File: config.mk
export PLATFORM = sky130hd
export DESIGN_NAME = meter_scheduler
export DESIGN_NICKNAME = d
export VERILOG_FILES = /design/src/rtl/meter_scheduler.sv
export SDC_FILE = /design/constraint.sdc
export NUM_CORES = 1
export LEC_CHECK = 0
export CORE_MARGIN = 2
export CORE_UTILIZATION = 62
export DETAILED_ROUTE_END_ITERATION = 8
export DONT_BUFFER_PORTS = 1
export GPL_TIMING_DRIVEN = 1
export PLACE_DENSITY_LB_ADDON = 0.2
export SYNTH_ARGS = -nofsm -noshare
export SYNTH_HDL_FRONTEND = slang
export SYNTH_SLANG_ARGS = --single-unit
File: constraint.sdc
create_clock -name clock -period 3.75 [get_ports clock]
set_input_delay 0.75 -clock clock [delete_from_list [all_inputs] [get_ports clock]]
set_output_delay 0.75 -clock clock [all_outputs]
set_load 0.01 [all_outputs]
File: src/rtl/meter_scheduler.sv
// meter_scheduler: round-robin scheduler that shares one duration meter across NCH pulse inputs.
// Define METER_SCHED_TIMEOUT_EN to build the stuck-channel timeout counter.
module meter_scheduler #(
  parameter int NCH            = 4,
  parameter int SETTLE_EDGES   = 4,
  parameter int TIMEOUT_CYCLES = 65535
) (
  input  logic                     clock,
  input  logic                     reset,
  input  logic                     enable,
  input  logic [NCH-1:0]           ch_mask,
  input  logic [NCH-1:0]           ch_in,
  output logic                     meter_d,
  output logic                     meter_clear,
  input  logic [31:0]              meter_q,
  input  logic [31:0]              meter_duty,
  output logic                     res_valid,
  input  logic                     res_ack,
  output logic [$clog2(NCH)-1:0]   res_ch,
  output logic [31:0]              res_period,
  output logic [31:0]              res_duty,
  output logic                     res_timeout,
  output logic                     busy,
  output logic [2:0]               state_dbg
);
  localparam int CW = $clog2(NCH);

  typedef enum logic [2:0] {
    S_IDLE, S_SELECT, S_CLEAR, S_SETTLE, S_CAPTURE, S_HOLD
  } state_t;

  state_t         state;
  logic [NCH-1:0] sync1, sync2, sync3;
  logic [CW-1:0]  cur_ch;
  logic           clear_q;
  logic           clr_cnt;
  logic [7:0]     edge_cnt;
  logic           sel_edge;

`ifdef METER_SCHED_TIMEOUT_EN
  localparam int TW = $clog2(TIMEOUT_CYCLES + 1);
  logic [TW-1:0] to_cnt;
  logic          timed_out;
`else
  logic          res_timeout_unused_cfg;
  assign res_timeout_unused_cfg = ^TIMEOUT_CYCLES;
  assign res_timeout = 1'b0;
`endif

  // Next enabled channel after 'last', wrapping NCH-1 -> 0; lowest offset wins.
  function automatic logic [CW-1:0] next_ch(input logic [CW-1:0] last,
                                            input logic [NCH-1:0] mask);
    int idx;
    next_ch = last;
    for (int k = NCH; k >= 1; k--) begin
      idx = (int'(last) + k) % NCH;
      if (mask[idx]) next_ch = idx[CW-1:0];
    end
  endfunction

  always_ff @(posedge clock or posedge reset) begin
    if (reset) begin
      sync1 <= '0;
      sync2 <= '0;
      sync3 <= '0;
    end else begin
      sync1 <= ch_in;
      sync2 <= sync1;
      sync3 <= sync2;
    end
  end

  assign meter_d     = sync2[cur_ch];
  assign sel_edge    = sync2[cur_ch] & ~sync3[cur_ch];
  // Reset drives the clear immediately; otherwise only the CLEAR state raises it.
  assign meter_clear = clear_q | reset;
  assign busy        = (state != S_IDLE);
  assign state_dbg   = state;

  // Result handshake: res_valid rises with res_* stable and stays high until a
  // cycle with res_ack=1; the transfer happens on that clock edge. res_ack is
  // ignored whenever res_valid is low.
  always_ff @(posedge clock or posedge reset) begin
    if (reset) begin
      state      <= S_IDLE;
      clear_q    <= 1'b0;
      clr_cnt    <= 1'b0;
      cur_ch     <= CW'(NCH - 1);
      edge_cnt   <= '0;
      res_valid  <= 1'b0;
      res_ch     <= '0;
      res_period <= '0;
      res_duty   <= '0;
`ifdef METER_SCHED_TIMEOUT_EN
      to_cnt      <= '0;
      timed_out   <= 1'b0;
      res_timeout <= 1'b0;
`endif
    end else begin
      case (state)
        S_IDLE: begin
          if (enable && ch_mask != '0) state <= S_SELECT;
        end
        S_SELECT: begin
          if (!enable || ch_mask == '0) begin
            state <= S_IDLE;
          end else begin
            cur_ch  <= next_ch(cur_ch, ch_mask);
            clear_q <= 1'b1;
            clr_cnt <= 1'b0;
            state   <= S_CLEAR;
          end
        end
        S_CLEAR: begin
          edge_cnt <= '0;
`ifdef METER_SCHED_TIMEOUT_EN
          to_cnt    <= '0;
          timed_out <= 1'b0;
`endif
          if (!enable) begin
            clear_q <= 1'b0;
            state   <= S_IDLE;
          end else if (clr_cnt) begin
            clear_q <= 1'b0;
            state   <= S_SETTLE;
          end else begin
            clr_cnt <= 1'b1;
          end
        end
        S_SETTLE: begin
          if (!enable) begin
            state <= S_IDLE;
          end else if (sel_edge) begin
            // An edge always wins over a timeout landing in the same cycle.
            edge_cnt <= edge_cnt + 8'd1;
`ifdef METER_SCHED_TIMEOUT_EN
            to_cnt <= '0;
`endif
            if (edge_cnt == 8'(SETTLE_EDGES - 1)) state <= S_CAPTURE;
          end
`ifdef METER_SCHED_TIMEOUT_EN
          else if (to_cnt == TW'(TIMEOUT_CYCLES - 1)) begin
            timed_out <= 1'b1;
            state     <= S_CAPTURE;
          end else begin
            to_cnt <= to_cnt + 1'b1;
          end
`endif
        end
        S_CAPTURE: begin
          if (!enable) begin
            state <= S_IDLE;
          end else begin
            res_ch <= cur_ch;
`ifdef METER_SCHED_TIMEOUT_EN
            res_timeout <= timed_out;
            res_period  <= timed_out ? 32'd0 : meter_q;
            res_duty    <= timed_out ? 32'd0 : meter_duty;
`else
            res_period  <= meter_q;
            res_duty    <= meter_duty;
`endif
            res_valid <= 1'b1;
            state     <= S_HOLD;
          end
        end
        S_HOLD: begin
          if (res_ack) begin
            res_valid <= 1'b0;
            state     <= enable ? S_SELECT : S_IDLE;
          end
        end
        default: state <= S_IDLE;
      endcase
    end
  end
endmodule

==> metrics.md <==
| Metric | Value |
|---|---|
| Status | finished clean |
| First-pass GRT wire length | approximately 11,000 um |
| R2r setup slk | 1.34 ns |
| RSZ-0062 raised after global routing | false |
| Routed Antenna Nets | 0 |
| Slowest cell on crit path | mux4_1 |
| Final Cycle Share | 0.663 |
| Number of global-route vias before repair | around 2,200 |
| IO buf count | 0 |
| Yosys cell types | 45 |
| Buffers plus inverters on the worst setup path | 0 |
| Drt pass-1 iters | 4 |
| Async set or reset register ratio after synthesis | 1.00 |
| HPWL Detailed | approximately 5000 um |
| Largest net degree at the start of global routing | 62 |
| Leak Pwr | 1.91 nW |
| Post-cts sizing count | 0 |
| Worst-path cell chain | mux4_1 |
| Initial Util | 0.643 |
| Critical path destination | meter_d |
| Final setup fails | 0 |
| Slew @ Worst Pin | between 0.9 and 1 ns |
| Largest stage delay, worst path | 0.73 ns |
| Commonest non-fill, non-tap cell in the layout | dfrtp_1 |
| FF-to-FF path depth | 5 |
| CP Depth | 1 |
| Total Power | 3.41 mW |
| GRT Total Usage | 0.209 |
| Mapped Area | 0.00381 mm2 |
| Layout cell share with drive strength beyond 1 | 0.341 |
| # nets final | ~350 |
| Mapped Nets | ~340 |
| Clk sinks | 94 |
| DRT Wirelength | 6930 um |
| Ys flop type | dfrtp_1 |
| Syn Inst Count | 267 |
| Sequential area share after synthesis | 0.618 |
| Setup crit start kind | register |
| Initial antenna violation count | 0 |
| Final Wtd Congestion | 0.799 |
| Horiz. Die Dim | slightly above 80 um |
| Hold Crit Class | register to register |
| Drt wl/cell | between 15 and 20 um |
| Switching part of the total | 0.332 |
| FF-to-FF Start | state_dbg[2] |
| Relative slew slack | 0.340 |
| Achievable frequency | slightly above 0.4 GHz |
| N_diodes | 0 |
| Pwr/cell area | a little over 800 mW/mm2 |
| Via count | 2,150 |
| Drt drc | 0 |
| Row count | 28 |
| Final setup TNS | 0 ns |
| Crit path time final | ~2.5 ns |
| Post-synth EDFFs | 0 |
| Max Cap Violations | 0 |
| CTS clk-pin slew, worst paths | 0.09 ns |
| Switching pwr | 1.13 mW |
| Clock Latency Late Sink | 0.35 ns |
| CTS Hold Bufs | 0 |
| Slew Limit Fails | 0 |
| Clock Tree Buf Depth | 2 |
| Worst Path Required | about 3.0 ns |
| Aggregate global routing overflow | 0 |
| CP Max Fanout | 11 |
| Postcts setup bufs | 0 |
| Fill count | 429 |
| Final clock skew | ~0.011 ns |
| Crit path launch | cur_ch[0] |
| Crit end category | output port |
| Crit path max-delay family | multiplexers |
| Critical path class | register to output port |
| Synthesized flop and latch total | between 90 and 100 |
| CORE AREA | 0.00592 mm2 |
| Clock power frac | 0.234 |
| Number of vias per cell | ~6.2 |
| CTS tree | built |
| Peak VDD IR | 0.518 mV |
| Die height | 82.4 um |
| Int Pwr | 2.28 mW |
| Reg power frac | 0.568 |
| Yosys warns | 0 |
| Worst hold margin | ~0.36 ns |
| CTS root buffer | clkbuf_8 |
| Layout Area Growth over Synthesis | 8.15% |
| Die area | 0.00679 mm2 |
| Combinational share of power | 0.199 |
| Num CTS Buffers | 9 |
| Critical path arrival | 1.74 ns |
| Worst flop-to-flop path endpoint | res_period[21] |
| Avg Inst Size Synth | about 14 um2 |
| Final hold violation count | 0 |
| Drt first-iter violations | 121 |
| Commonest cells after routing, fill and taps aside | dfrtp_1, mux2_2, nor2_1 |
| H-tree depth | 3 |
| I/O Pins | 150 |
==> metal layers <==
metal,vias up,part of all wire,global-route usage
li1,947,-,-
met1,1085,0.38,0.256
met2,110,0.51,0.339
met3,8,0.096,0.0728
met4,0,0.013,0.0900
met5,-,0,0
==> sequential cells by signal, indices dropped and copies added, names as in the netlist <==
name and flops:
sync2 4, res_valid 1, clear_q 1, sync3 4
res_duty 32, res_ch 2, res_period 32, clr_cnt 1
edge_cnt 8, state_dbg 3, cur_ch 2, sync1 4
==> synthesized netlist by cell type (all sizes together) (2+ instances only) <==
library cell	count	area, um2
a21oi	6	30.0
and3	2	12.5
buf	10	58.8
clkbuf	3	11.3
dfrtp	92	2300
dfstp	2	52.6
inv	4	15.0
mux2	68	766
mux4	2	48.8
nand2	10	37.5
nand2b	4	25.0
nand3b	2	15.0
nand4	7	43.8
nor2	13	48.8
nor2b	4	25.0
nor4b	2	32.5
o21ai	5	25.0
o41ai	2	17.5
or4b	2	20.0
xor2	8	70.1
==> cells by family (layout without fill, tap and decap cells) <==
family                   Yosys count  count (layout)  synth area share
flip-flops                        94              94             0.618
other                              1               1          0.000985
buffers and inverters             17              23            0.0223
AO/OA/AOI/OAI                     23              23            0.0401
AND/OR/NAND/NOR                   51              51            0.0775
multiplexers                      71              71             0.216
XOR/XNOR                           8               8            0.0184
adder cells (fa/ha/maj)            2               2           0.00591
==> through the flow <==
step	util	setup WS (ns)	instances	instance area [um2]
after floorplan	-	0.555	267	3810
after CTS	0.696	1.24	348	4120
after detailed placement	0.655	1.38	332	3880
after global placement	0.655	1.48	332	3880
after global routing	0.696	1.19	348	4120
final	0.696	1.26	348	4120
==> how the worst min path moves through the flow <==
stage | start | endpoint | cells past startpoint
2_1_floorplan | sync1[0] | sync2[0] | 0
3_3_place_gp | sync1[2] | sync2[2] | 0
3_5_place_dp | sync1[3] | sync2[3] | 0
4_1_cts | sync1[3] | sync2[3] | 0
5_1_grt | sync1[3] | sync2[3] | 0
6_report | sync1[3] | sync2[3] | 0
==> power groups by stage <==
stage | registers [mW] | clock network, mW | logic, mW
finish | 1.93 | 0.795 | 0.678
global route | 1.99 | 0.854 | 0.752
CTS | 1.94 | 0.811 | 0.688
detailed placement | 1.95 | 0 | 0.687
global placement | 1.94 | 0 | 0.646
floorplan | 1.80 | 0 | 0.652
==> cell type report <==
class / instances / area [um2] / area share
clock buffer: 10 / 128 / 0.0310
multi-input combinational: 156 / 1380 / 0.334
sequential: 94 / 2350 / 0.572
tap: 75 / 93.8 / 0.0228
clock inverter: 6 / 115 / 0.0279
inverter: 4 / 16.3 / 0.00395
timing repair buffer: 3 / 35.0 / 0.00851
Power figures use the tool's default switching activity.
